`src/rtl/stream_window_if.sv`:
```
// Pixel-stream / window bus between the line source, stream_window and the MAC stage.
// The slave view belongs to stream_window; the master view drives pixels and observes windows.
interface stream_window_if #(
    parameter int IMG_WIDTH = 16,
    parameter int IMG_NB    = 3
);
    logic [IMG_WIDTH-1:0]        pix;
    logic                        pix_val;
    logic                        pix_last;
    logic                        pix_rdy;
    logic [IMG_WIDTH*IMG_NB-1:0] img;
    logic                        val;
    logic                        last;

    modport master (
        output pix, pix_val, pix_last,
        input  pix_rdy, img, val, last
    );

    modport slave (
        input  pix, pix_val, pix_last,
        output pix_rdy, img, val, last
    );
endinterface

```
`src/rtl/stream_window.sv`:
```
// Sliding-window generator: packs IMG_NB consecutive same-row pixels into one window per beat.
// Define STREAM_WINDOW_ZERO_PAD_EN for same-size mode (zero halo at row edges, FLUSH after each row).
module stream_window #(
    parameter int IMG_WIDTH = 16,
    parameter int IMG_NB    = 3
) (
    input  logic            clk,
    input  logic            rst,
    stream_window_if.slave  bus
);
    localparam int H   = (IMG_NB - 1) / 2;
    localparam int CW  = $clog2(IMG_NB + 1);
    localparam int SRW = IMG_WIDTH * IMG_NB;
    localparam logic [CW-1:0] COUNT_MAX = CW'(IMG_NB);
`ifdef STREAM_WINDOW_ZERO_PAD_EN
    // The centre pixel trails the newest pixel by H, so windows start H beats into a row.
    localparam logic [CW-1:0] EMIT_IDX = CW'(H);
    localparam int FW = (H > 1) ? $clog2(H) : 1;
    localparam logic [FW-1:0] FLUSH_END = FW'(H - 1);
`else
    localparam logic [CW-1:0] EMIT_IDX = CW'(IMG_NB - 1);
`endif

    typedef enum logic {RUN, FLUSH} state_t;

    state_t                state_q, state_d;
    logic [CW-1:0]         count_q;
    logic [SRW-1:0]        sr_q;
    logic [SRW-1:0]        shifted;
    logic [SRW-1:0]        img_q;
    logic                  val_q, last_q, rdy_q;
    logic                  accept, shift_en, emit, emit_last, clear_row, rdy_d;
    logic [IMG_WIDTH-1:0]  shift_in;
`ifdef STREAM_WINDOW_ZERO_PAD_EN
    logic [FW-1:0]         flush_q;
`endif

    assign accept  = bus.pix_val && rdy_q;
    // New pixel lands in the top slot; everything else moves one slot toward slot 0.
    assign shifted = {shift_in, sr_q[SRW-1:IMG_WIDTH]};

    always_ff @(posedge clk or negedge rst) begin
        // NOTE: sequential state is always assigned with <= so every register samples pre-edge values.
        if (!rst) state_q <= RUN;
        else      state_q <= state_d;
    end

    always_comb begin
        // NOTE: every output of this block gets a default first, so no path can infer a latch.
        state_d   = state_q;
        shift_en  = 1'b0;
        shift_in  = '0;
        emit      = 1'b0;
        emit_last = 1'b0;
        clear_row = 1'b0;
        rdy_d     = 1'b1;
        case (state_q)
            RUN: begin
                if (accept) begin
                    shift_en = 1'b1;
                    shift_in = bus.pix;
                    emit     = (count_q >= EMIT_IDX);
`ifdef STREAM_WINDOW_ZERO_PAD_EN
                    if (bus.pix_last) begin
                        state_d = FLUSH;
                        rdy_d   = 1'b0;
                    end
`else
                    emit_last = bus.pix_last;
                    clear_row = bus.pix_last;
`endif
                end
            end
`ifdef STREAM_WINDOW_ZERO_PAD_EN
            FLUSH: begin
                shift_en = 1'b1;
                emit     = (count_q >= EMIT_IDX);
                rdy_d    = 1'b0;
                if (flush_q == FLUSH_END) begin
                    state_d   = RUN;
                    emit_last = 1'b1;
                    clear_row = 1'b1;
                    rdy_d     = 1'b1;
                end
            end
`endif
            default: state_d = RUN;
        endcase
    end

    always_ff @(posedge clk or negedge rst) begin
        if (!rst) begin
            // NOTE: the window register is reset because a partial row must never leak into the next one.
            sr_q    <= '0;
            count_q <= '0;
            img_q   <= '0;
            val_q   <= 1'b0;
            last_q  <= 1'b0;
            rdy_q   <= 1'b0;
`ifdef STREAM_WINDOW_ZERO_PAD_EN
            flush_q <= '0;
`endif
        end else begin
            rdy_q  <= rdy_d;
            val_q  <= emit;
            last_q <= emit && emit_last;
            if (emit) img_q <= shifted;
            if (clear_row) begin
                sr_q    <= '0;
                count_q <= '0;
            end else if (shift_en) begin
                sr_q <= shifted;
                if (count_q != COUNT_MAX) count_q <= count_q + CW'(1);
            end
`ifdef STREAM_WINDOW_ZERO_PAD_EN
            if (state_q == FLUSH) flush_q <= flush_q + FW'(1);
            else                  flush_q <= '0;
`endif
        end
    end

    assign bus.pix_rdy = rdy_q;
    assign bus.img     = img_q;
    assign bus.val     = val_q;
    assign bus.last    = last_q;
endmodule

```
`src/flat_wrapper.sv`:
```
// flat-port wrapper written by rule: the top's interface ports become plain ports
module stream_window_flat 
#(
    parameter int IMG_WIDTH = 16,
    parameter int IMG_NB    = 3
)
  (clk, rst, bus_pix, bus_pix_val, bus_pix_last, bus_pix_rdy, bus_img, bus_val, bus_last);
  stream_window_if #(.IMG_WIDTH(IMG_WIDTH), .IMG_NB(IMG_NB)) bus_i ();
  input  logic clk;
  input  logic rst;
  input wire logic [$bits(bus_i.pix)-1:0] bus_pix;
  input wire logic [$bits(bus_i.pix_val)-1:0] bus_pix_val;
  input wire logic [$bits(bus_i.pix_last)-1:0] bus_pix_last;
  output wire logic [$bits(bus_i.pix_rdy)-1:0] bus_pix_rdy;
  output wire logic [$bits(bus_i.img)-1:0] bus_img;
  output wire logic [$bits(bus_i.val)-1:0] bus_val;
  output wire logic [$bits(bus_i.last)-1:0] bus_last;
  assign bus_i.pix = bus_pix;
  assign bus_i.pix_val = bus_pix_val;
  assign bus_i.pix_last = bus_pix_last;
  assign bus_pix_rdy = bus_i.pix_rdy;
  assign bus_img = bus_i.img;
  assign bus_val = bus_i.val;
  assign bus_last = bus_i.last;
  stream_window #(.IMG_WIDTH(IMG_WIDTH), .IMG_NB(IMG_NB)) u_core (.clk(clk), .rst(rst), .bus(bus_i));
endmodule
```
`config.mk`:
```
export PLATFORM = sky130hd
export DESIGN_NAME = stream_window_flat
export DESIGN_NICKNAME = d
export VERILOG_FILES = /design/src/rtl/stream_window_if.sv /design/src/rtl/stream_window.sv /design/src/flat_wrapper.sv
export SDC_FILE = /design/constraint.sdc
export NUM_CORES = 1
export LEC_CHECK = 0
export CORE_MARGIN = 1.5
export CORE_UTILIZATION = 46
export DETAILED_ROUTE_END_ITERATION = 6
export GPL_ROUTABILITY_DRIVEN = 0
export PLACE_DENSITY = 0.86
export SLEW_MARGIN = 20
export SYNTH_ARGS = -nofsm -noshare
export SYNTH_HDL_FRONTEND = slang
export SYNTH_SLANG_ARGS = --single-unit
```
`constraint.sdc`:
```
create_clock -name clk -period 1.4 [get_ports clk]
set_input_delay 0.21 -clock clk [delete_from_list [all_inputs] [get_ports clk]]
set_output_delay 0.21 -clock clk [all_outputs]
set_load 0.01 [all_outputs]
```
# --- After elaboration in Yosys (flattened, before gate mapping) ---
# Cells that the tools add are included.
totals:
  input_bits: 20
  regBits: 101
op_classes:
  reduce_logical: 5
  mux: 9
  order_cmp: 1
  eq_ne: 1
  addsub: 1
op_table:
  columns: ["operator", "n"]
  rows:
  - ["$mux 48", 2]
  - ["$mux 16", 1]
  - ["$mux 2", 3]
  - ["$reduce_bool 2->1", 2]
  - ["$mux 1", 3]
  - ["$add 2x1->2 const B", 1]
  - ["$ge 2x2->1 const B", 1]
  - ["$logic_and 1x1->1", 2]
  - ["$ne 2x2->1 const B", 1]
  - ["$reduce_and 2->1", 1]

# --- Logic depth before layout (Yosys ltp) ---
# Gate-level depths: netlist (run 1).
depth:
  depth_word: 4
  ltp_mapped: 7
  depth_no_buf: 5

# --- Least setup slack after synthesis (run 1) ---
# Ideal clock, no wire load.
synth_path:
  kind: "reg2reg"
  start: "register u_core.count_q[0]"
  end: "register u_core.img_q[0], in the netlist u_core.bus.img[0]"
  setup_ps: 125
  path_stages_with_launch: 8
  setup_slack_ps: -83
  required_ps: 1275
  arrival_ps: 1358
  path_cell_list: "dfrtp_1 -> inv_1 -> ha_1 -> nor2_1 -> or2_1 -> buf_6 -> buf_6 -> mux2_4"
synth_via:
  elab_chain_len: 2
synth_rtl:
  columns: ["element", "line_no", "rtl"]
  rows:
  - ["start: declaration", "stream_window.sv:27", "logic [CW-1:0] count_q;"]
  - ["start signal: assignment", "stream_window.sv:113", "if (count_q != COUNT_MAX) count_q <= count_q + CW'(1);"]
  - ["$ge 2x2->1", "stream_window.sv:62", "emit = (count_q >= EMIT_IDX);"]
  - ["$mux 1", "stream_window.sv:59", "if (accept) begin"]
  - ["end signal: assignment", "stream_window.sv:107", "if (emit) img_q <= shifted;"]
  - ["end: declaration", "stream_window.sv:30", "logic [SRW-1:0] img_q;"]
# Every way passes these cells.
# A chain may end at the register's enable or synchronous reset.

# --- Worst setup path after layout (run 1) ---
layout_path:
  start: "register u_core.count_q[0]"
  end: "register u_core.img_q[14], in the netlist u_core.bus.img[14]"
# Same word-level chain as after synthesis.

==> results.py, run 1 <==
metrics = {
    "synthesis": {
        "synth-seq-cells": 85,
        "ys_top_cells_by_area": "dfrtp_1, mux2_4, nand2_1",
        "yosysTopAreaCellShare": 0.616,
        "postSynthCellCount": 262,
        "yosysTopAreaCell": "dfrtp_1",
        "synthesis.nets": 284,
        "yosysUniqueCellTypes": 15,
        "synth_area_um2": 3450,
        "avgSynthCellArea_um2": 13.2,
        "synth-seq-area-share": 0.616,
        "ys_warn_count": 0,
    },
    "clock_network": {
        "cts_tree": "done",
        "cts_root_buffer": "clkbuf_8",
        "clkTransAtPathRegs_ns": 0.07,
        "cts_made_buffers": 9,
        "max-clock-path-buffers": 2,
        "cts_max_level": 3,
        "cts_sinks": 85,
        "clkLatencyLatePin_ns": 0.34,
    },
    "floorplan": {
        "rows": 31,
        "dieHeight_um": 89.6,
        "ios": 71,
        "start_util": 0.476,
        "core_um2": 7250,
        "die_width_um": 89.6,
        "dieArea_um2": 8030,
    },
    "hold_path": {
        "worst_hold_path_type": "in -> async",
    },
    "drt": {
        "ant_nets": 0,
        "vias_per_cell": 4.85,
        "vias": 2136,
        "drt_iter0_markers": 93,
        "wirelength_um": 7030,
        "wire_per_inst_um": 16.0,
        "route.detailed.drc": 0,
        "dr.pass1.iters": 4,
    },
    "global_routing": {
        "grt_use_met1": 0.269,
        "top_usage_layer": "met2",
        "grtUsageMet3": 0.0293,
        "antenna_found_initial": 0,
        "use_met2": 0.293,
        "grt_max_degree": 40,
        "grt_pass1_vias": 2153,
        "grt_pass1_wl_um": 11300,
        "grt_usage": 0.193,
        "overflow": 0,
    },
    "critical_path": {
        "setup.worst_path.class": "reg -> reg",
        "worstPathRequired_ns": 1.63,
        "cpPeakStageDelay_ns": 0.40,
        "end_kind": "flop",
        "critPathSlowestCell": "dfrtp_1",
        "worst-path-buf-inv": 2,
        "crit_family": "flip-flops",
        "cp-start-kind": "flop",
        "cp_max_fo": 12,
        "crit_arrival_ns": 1.78,
        "crit_chain": "inv_2, ha_4, nor2_2, or2_4, clkbuf_16, mux2_4",
    },
    "sta": {
        "whs_ns": 0.315,
        "timing.final.crit_share": 1.11,
        "fmax_mhz": 646,
        "slew_violations": 0,
        "setup_viol": 48,
        "rsz0062_at_grt": "yes",
        "finalWorstPathRequiredPeriod_ns": 1.55,
        "final-hold-violation-count": 0,
        "fin_worst_skew_ns": 0.00581,
        "postLayoutSetupSlackWorst_ns": -0.148,
    },
    "power_and_ir_drop": {
        "power_density_nw_per_um2": 1720,
        "total_leakage_power_nw": 2.37,
        "ir_drop_uv": 995,
        "finalPower_w": 0.00769,
    },
    "place": {
        "dp_hpwl_um": 4770,
        "io_buffers": 70,
    },
    "final_layout": {
        "drive_gt1_frac": 0.232,
        "nNetsFinal": 363,
        "syn_to_final_growth_pct": 29.5,
        "fillers": 596,
        "antenna_cells": 0,
        "final_util": 0.616,
    },
    "run_status": {
        "violations": "setup timing",
        "status": "complete, but fails checks",
    },
    "job": {
        "maxCapViolCount": 0,
    },
}
==> final cells by class <==
type                    count  area (um^2)  area share
inverters                   3         11.3     0.00252
repair buffers             84          833       0.186
well taps                  99          124      0.0277
multi-input cells         158         1230       0.276
clock buffers              11          141      0.0316
flip-flops and latches     85         2130       0.476
==> final timing paths <==
| kind | startpoint | end | slack, ns | depth (start not counted) |
|---|---|---|---|---|
| setup / recovery | u_core.count_q[0] | u_core.bus.img[14] | -0.15 | 6 |
| hold / removal | rst | u_core.sr_q[29] | 0.32 | 2 |
| setup reg to reg | u_core.count_q[0] | u_core.bus.img[14] | -0.15 | 6 |
| hold reg to reg | u_core.sr_q[26] | u_core.sr_q[26] | 0.49 | 2 |
| max in group asynchronous | rst | u_core.bus.img[8] | 0.60 | 3 |
| min in group clk | bus_pix[14] | u_core.sr_q[46] | 0.45 | 3 |
==> cell families (layout without fill, tap and decap cells) <==
group,Yosys count,after routing,synth area share
other cells,1,1,0.00109
mux,48,48,0.209
fa+ha+maj,2,2,0.00725
simple gates,73,73,0.0837
flops,85,85,0.616
compound gates,34,34,0.0493
buf+inv,19,98,0.0337
==> layer usage <==
metal,vias up,part of all wire
met5,-,0
met4,0,0.024
met3,13,0.040
met2,56,0.48
met1,1041,0.45
li1,1026,-
==> placed cells by master, fill, tap and decap left out <==
cell,netlist,final
clkbuf_1,9,1
dlygate4sd3_1,0,1
nor2b_1,1,1
buf_4,0,6
buf_6,6,1
ha_2,0,1
buf_8,0,1
clkbuf_16,0,1
nand2_2,1,1
clkdlybuf4s50_1,0,18
mux2_4,48,48
buf_12,0,5
or4_4,0,1
or4_1,2,1
inv_1,3,2
nand2_1,66,66
nor2_2,0,1
dlygate4sd2_1,0,51
ha_4,0,1
inv_2,0,1
clkbuf_8,0,10
dfrtp_1,85,85
nor2_1,2,1
o21ai_0,34,34
or2_4,0,1
conb_1,1,1
==> per-stage QoR <==
step / TNS, ns / setup WS, ns / area [um^2] / instances
floorplan: -3.94 / -0.0830 / 3450 / 262
global placement: -11.85 / -0.254 / 4320 / 426
detailed placement: -12.32 / -0.270 / 4320 / 426
CTS: -4.74 / -0.127 / 4430 / 439
global route: -7.75 / -0.186 / 4470 / 440
finish: -5.86 / -0.148 / 4470 / 440
==> synth_stat cells, drive strengths merged <==
cell    count
dfrtp      85
conb        1
buf         7
ha          2
nand2      67
mux2       48
inv         3
o21ai      34
nor2        2
or2         1
clkbuf      9
nor2b       1
or4         2
==> registers in the layout, summed over array words and instances (netlist names) <==
register and cells:
u_core.bus.img 48, u_core.sr_q 32, u_core.count_q 2, u_core.bus.last 1, u_core.bus.pix_rdy 1, u_core.bus.val 1
==> timing repair <==
item / 4_1_cts / 5_1_grt
setup buffers: 1 / 0
hold buffers: 1 / 0
setup endpoints to repair: 99 / 50
endpoints found under the hold margin: 21 / 0
pin swaps: 0 / 1
gates cloned: 0 / 1
resized for setup: 57 / 3
==> power breakdown <==
part           total (W)  switching [W]  internal [W]
Clock            0.00140       0.000758      0.000645
Sequential       0.00364       0.000461       0.00318
Combinational    0.00265        0.00101       0.00164
Note: power is estimated with default switching activity, not from simulation.
==> inputs of run 2 (changes only) <==
--- a/config.mk
+++ b/config.mk
@@ -5,10 +5,13 @@
 export SDC_FILE = /design/constraint.sdc
 export NUM_CORES = 1
 export LEC_CHECK = 0
+export ABC_AREA = 1
 export CORE_MARGIN = 1.5
 export CORE_UTILIZATION = 46
+export CTS_CLUSTER_SIZE = 12
 export DETAILED_ROUTE_END_ITERATION = 6
 export GPL_ROUTABILITY_DRIVEN = 0
+export GPL_TIMING_DRIVEN = 0
 export PLACE_DENSITY = 0.86
 export SLEW_MARGIN = 20
 export SYNTH_ARGS = -nofsm -noshare
==> run 2 against run 1 <==
Sequential power fell by 4%. Largest cell class unchanged. The run now ends clean. Via count up 33%. Critical endpoint is now u_core.bus.img[30]. Cell area down 0.59%. Highest routed layer unchanged.
==> results.py, run 2 <==
metrics = {
    "synthesis": {
        "synthFlopType": "dfrtp_1",
        "async_reset_ff_frac": 1.00,
        "yosysMostFrequentCell": "nand2_1",
        "avgSynthCellArea_um2": 9.21,
        "synthTopCellsByCount": "nand2_1, dfrtp_1, nand3_1",
        "synth-seq-area-share": 0.619,
        "yosysTopAreaCellShare": 0.619,
        "synth_edf_count": 0,
        "ys_warn_count": 0,
        "ys_top_cells_by_area": "dfrtp_1, nand2_1, nand3_1",
        "synthesis.nets": 395,
        "synth-seq-cells": 85,
        "postSynthCellCount": 373,
        "yosysTopAreaCell": "dfrtp_1",
        "yosysUniqueCellTypes": 18,
        "synth_area_um2": 3430,
    },
    "final_layout": {
        "final_cell_mix": "nand2_1, dfrtp_1, dlygate4sd2_1, nand3_1, o21ai_0",
        "final_util": 0.613,
        "nNetsFinal": 480,
        "syn_to_final_growth_pct": 29.4,
        "layout.cells.non_filler": 562,
        "final_common_cell": "nand2_1",
        "antenna_cells": 0,
        "fin_area_um2": 4440,
        "drive_gt1_frac": 0.0950,
        "largest_reg_flops": 48,
    },
    "job": {
        "maxCapViolCount": 0,
    },
    "critical_path": {
        "cp_max_fo": 10,
        "r2r-end": "u_core.bus.img[30]",
        "crit_arrival_ns": 1.53,
        "critPathCapture": "u_core.bus.img[30]",
        "end_kind": "flop",
        "reg2reg_from": "u_core.count_q[0]",
        "reg2reg_depth": 8,
        "worstPathRequired_ns": 1.64,
        "setup.worst_path.class": "reg -> reg",
        "rrSetupSlack_ns": 0.10,
        "cp-start-kind": "flop",
        "critPathLaunch": "u_core.count_q[0]",
    },
    "global_routing": {
        "overflow": 0,
        "grt_pass1_vias": 2672,
        "grt_usage": 0.209,
        "grt_use_met1": 0.282,
        "use_met2": 0.343,
        "grt_max_degree": 53,
        "grtUsageMet3": 0.0295,
        "top_usage_layer": "met2",
        "grt_pass1_wl_um": 12600,
        "antenna_found_initial": 0,
    },
    "sta": {
        "timing.final.crit_share": 0.927,
        "finalWorstPathRequiredPeriod_ns": 1.30,
        "fin_worst_skew_ns": 0.00542,
        "setup_viol": 0,
        "final-hold-violation-count": 0,
        "rsz0062_at_grt": "no",
        "fmax_mhz": 770,
        "slew_violations": 0,
        "tns_ns": 0,
    },
    "drt": {
        "route.detailed.drc": 0,
        "ant_nets": 0,
        "vias": 2834,
        "wire_per_inst_um": 13.9,
        "wirelength_um": 7810,
        "vias_per_cell": 5.04,
        "drt_iter0_markers": 172,
        "dr.pass1.iters": 4,
    },
    "clock_network": {
        "cts_made_buffers": 9,
        "max-clock-path-buffers": 2,
        "cts_root_buffer": "clkbuf_8",
        "cts_tree": "done",
        "clkLatencyLatePin_ns": 0.34,
        "clkTransAtPathRegs_ns": 0.08,
        "cts_max_level": 3,
        "cts_sinks": 85,
    },
    "place": {
        "dp_hpwl_um": 5640,
        "dp_cells": 543,
        "io_buffers": 70,
        "placed_area_um2": 4280,
    },
    "power_and_ir_drop": {
        "ir_drop_uv": 859,
        "total_leakage_power_nw": 2.42,
        "power_density_nw_per_um2": 1660,
    },
    "floorplan": {
        "dieArea_um2": 7990,
        "rows": 31,
        "ios": 71,
        "start_util": 0.474,
        "dieHeight_um": 89.4,
        "core_um2": 7250,
        "die_width_um": 89.4,
    },
    "run_status": {
        "status": "complete, no violations",
    },
    "hold_path": {
        "worst_hold_path_type": "in -> async",
    },
}
-- run 2: cell types whose count changed in the layout (fill, tap and decap cells not counted), moves of 3 or more --
cell	change
buf_2	+9
nand3_1	+50
clkbuf_8	+3
nand2_1	+101
mux2_4	-48
clkbuf_1	+3
buf_12	-5
buf_6	+8
-- run 2: area by class of cell --
type	count	area, um^2
well taps	99	124
flip-flops and latches	85	2130
fillers	614	2810
plain buffers	25	193
repair buffers	74	687
multi-input cells	257	1090
clock buffers	16	190
inverters	6	27.5
-- run 2: how the worst min path moves through the flow --
stage	startpoint	to	slack, ns	cells after the start
finish	rst	u_core.count_q[0]	0.36	2
detailed placement	rst	u_core.bus.img[1]	0.19	1
floorplan	rst	u_core.bus.img[0]	-0.09	0
global placement	u_core.bus.img[12]	u_core.bus.img[12]	0.45	2
CTS	rst	u_core.count_q[0]	0.36	2
global route	rst	u_core.bus.img[1]	0.41	2
-- run 2: cell families (layout without fill, tap and decap cells) --
family                     after synthesis  in the layout  share of synthesized area
DFF                                     85             85                      0.619
and+or+nand+nor                        222            222                      0.264
buffers and inverters                   31            121                     0.0619
adders and majority gates                2              2                    0.00728
AOI/OAI and AO/OA                       32             32                     0.0466
other                                    1              1                    0.00109
-- run 2: worst max-delay path: stages, from the launching register on --
cell,delay (ns)
dfrtp_1,0.35
inv_1,0.05
ha_1,0.18
inv_1,0.06
nand2_2,0.10
buf_6,0.17
buf_6,0.14
nand3_1,0.07
nand2_1,0.06
-- run 2: per-stage QoR --
step           worst slack (ns)  hold WS, ns  total power [W]
6_report                  0.102        0.356          0.00737
5_1_grt                  0.0114        0.407          0.00782
4_1_cts                0.000111        0.360          0.00740
3_5_place_dp             -0.121        0.187          0.00619
3_3_place_gp              -2.67        0.455          0.00609
2_1_floorplan             0.167      -0.0856          0.00463
-- run 2: per-layer routing --
layer / vias to the layer above / share of wire
met5: - / 0
met1: 1370 / 0.45
met2: 98 / 0.48
met3: 7 / 0.048
met4: 0 / 0.015
li1: 1359 / -
-- run 2: power breakdown --
part	total [W]	internal [W]	switching [W]
registers	0.00350	0.00312	0.000375
logic	0.00224	0.00102	0.00122
clock network	0.00163	0.000844	0.000790
-- run 2: what timing repair did --
action | in CTS | in global routing
setup endpoints to repair | 51 | 22
buffers inserted | 0 | 2
hold buffers | 1 | 0
gates resized for setup | 51 | 2
hold endpoints to repair | 33 | 0
==> inputs of run 3 (changes only) <==
--- a/config.mk
+++ b/config.mk
@@ -12,7 +12,8 @@
 export DETAILED_ROUTE_END_ITERATION = 6
 export GPL_ROUTABILITY_DRIVEN = 0
 export GPL_TIMING_DRIVEN = 0
-export PLACE_DENSITY = 0.86
+export PLACE_DENSITY = 0.78
+export SKIP_LAST_GASP = 1
 export SLEW_MARGIN = 20
 export SYNTH_ARGS = -nofsm -noshare
 export SYNTH_HDL_FRONTEND = slang
==> run 3 against run 2 <==
Die area is the same. Critical path type unchanged. Highest routed layer unchanged. Cell area grew 1.2%. Combinational power is essentially flat. Largest power group unchanged. Global-route usage grew 0.74 points.
==> results.py, run 3 (synthesis results as in run 2) <==
metrics = {
    "final_layout": {
        "final_cell_mix": "nand2_1, dfrtp_1, dlygate4sd2_1, nand3_1, o21ai_0",
        "syn_to_final_growth_pct": 30.9,
        "multi_input_area_um2": 1090,
        "antenna_cells": 0,
        "nNetsFinal": 480,
        "final_common_cell": "nand2_1",
        "largest_reg_flops": 48,
        "regArea_um2": 2130,
        "fillers": 636,
        "drive_gt1_frac": 0.102,
        "layout.cells.non_filler": 562,
    },
    "global_routing": {
        "grt_pass1_wl_um": 13000,
        "grtUsageMet3": 0.0508,
        "grt_pass1_vias": 2751,
        "grt_use_met1": 0.284,
        "grt_max_degree": 56,
        "use_met2": 0.351,
        "antenna_found_initial": 0,
        "overflow": 0,
        "grt_usage": 0.217,
        "top_usage_layer": "met2",
    },
    "critical_path": {
        "cp_max_fo": 10,
        "end_kind": "flop",
        "crit_arrival_ns": 1.59,
        "crit_chain": "ha_1, inv_1, nand2_2, buf_6, buf_4, nand3_1, nand2_1",
        "cpPeakStageDelay_ns": 0.41,
        "worstPathRequired_ns": 1.65,
        "cp-start-kind": "flop",
        "setup.worst_path.class": "reg -> reg",
        "critPathSlowestCell": "dfrtp_1",
    },
    "drt": {
        "vias": 2842,
        "vias_per_cell": 5.06,
        "wirelength_um": 8030,
        "route.detailed.drc": 0,
        "drt_iter0_markers": 168,
        "dr.pass1.iters": 4,
        "ant_nets": 0,
        "wire_per_inst_um": 14.3,
    },
    "clock_network": {
        "cts_root_buffer": "clkbuf_8",
        "cts_max_level": 3,
        "cts_made_buffers": 9,
        "max-clock-path-buffers": 2,
        "clkTransAtPathRegs_ns": 0.09,
        "cts_sinks": 85,
        "cts_tree": "done",
        "clkLatencyLatePin_ns": 0.36,
    },
    "job": {
        "maxCapViolCount": 0,
    },
    "sta": {
        "timing.final.crit_share": 0.958,
        "setup_viol": 0,
        "final-hold-violation-count": 0,
        "fin_worst_skew_ns": 0.00555,
        "fmax_mhz": 746,
        "finalWorstPathRequiredPeriod_ns": 1.34,
        "slew_violations": 0,
        "tns_ns": 0,
        "rsz0062_at_grt": "no",
    },
    "floorplan": {
        "rows": 31,
        "dieHeight_um": 89.4,
        "ios": 71,
        "core_um2": 7250,
        "dieArea_um2": 7990,
        "die_width_um": 89.4,
        "start_util": 0.474,
    },
    "place": {
        "dp_cells": 543,
        "dp_hpwl_um": 5700,
        "io_buffers": 70,
    },
    "run_status": {
        "status": "complete, no violations",
    },
    "power_and_ir_drop": {
        "total_leakage_power_nw": 2.44,
        "power_density_nw_per_um2": 1740,
        "finalPower_w": 0.00782,
        "ir_drop_uv": 903,
    },
    "hold_path": {
        "worst_hold_path_type": "in -> async",
    },
}
## run 3: cell count changes in the layout (fill, tap and decap cells not counted), sizes merged
cell | previous run | this run
clkbuf | 19 | 13
bufinv | 0 | 3
clkinvlp | 0 | 2
clkinv | 1 | 2
## run 3: power breakdown
group	switching (W)	internal (W)	total, W
Clock	0.000872	0.00123	0.00210
Combinational	0.00121	0.00102	0.00222
Sequential	0.000379	0.00312	0.00350
Total	0.00246	0.00537	0.00782
## run 3: final cells by class
cell class | instances | area share
Multi-Input combinational cell | 257 | 0.243
Buffer | 25 | 0.0420
Timing Repair Buffer | 74 | 0.153
Clock inverter | 6 | 0.0245
Sequential cell | 85 | 0.473
Clock buffer | 10 | 0.0306
Tap cell | 99 | 0.0275
Inverter | 6 | 0.00612
## run 3: path summary, 6_finish.rpt
kind	startpoint	endpoint	slack [ns]	cells after the start
worst max-delay path	u_core.count_q[1]	u_core.bus.img[37]	0.06	7
worst min-delay path	rst	u_core.bus.img[2]	0.34	2
worst max register to register	u_core.count_q[1]	u_core.bus.img[37]	0.06	7
worst min register to register	u_core.bus.img[24]	u_core.bus.img[24]	0.47	2
max in group asynchronous	rst	u_core.sr_q[39]	0.45	3
min in group clk	bus_pix[12]	u_core.sr_q[44]	0.45	3
## run 3: critical path, delay by kind of cell, from the launching register on
family | cells | cell delay, ns
buffers and inverters | 3 | 0.39
and+or+nand+nor | 3 | 0.25
DFF | 1 | 0.41
adders and majority gates | 1 | 0.18
## run 3: routing by layer
| metal | vias up | share of wire |
|---|---|---|
| met5 | - | 0 |
| met4 | 0 | 0.016 |
| met3 | 15 | 0.053 |
| met2 | 96 | 0.49 |
| met1 | 1375 | 0.45 |
| li1 | 1356 | - |
## run 3: timing repair
item / in CTS / in global routing
setup endpoints to repair: 52 / 9
buffers inserted: 1 / 1
hold buffers: 1 / 0
resized for setup: 51 / 1
hold endpoints to repair: 30 / 0
## run 3: stage by stage
| step | area (um^2) | hold slack (ns) | utilization | worst slack, ns |
|---|---|---|---|---|
| CTS | 4490 | 0.353 | 0.618 | 0.0286 |
| global placement | 4260 | 0.454 | 0.587 | -2.79 |
| global route | 4500 | 0.379 | 0.620 | 0.00157 |
| floorplan | 3430 | -0.0856 | - | 0.167 |
| detailed placement | 4280 | 0.175 | 0.591 | -0.121 |
| finish | 4500 | 0.340 | 0.620 | 0.0590 |
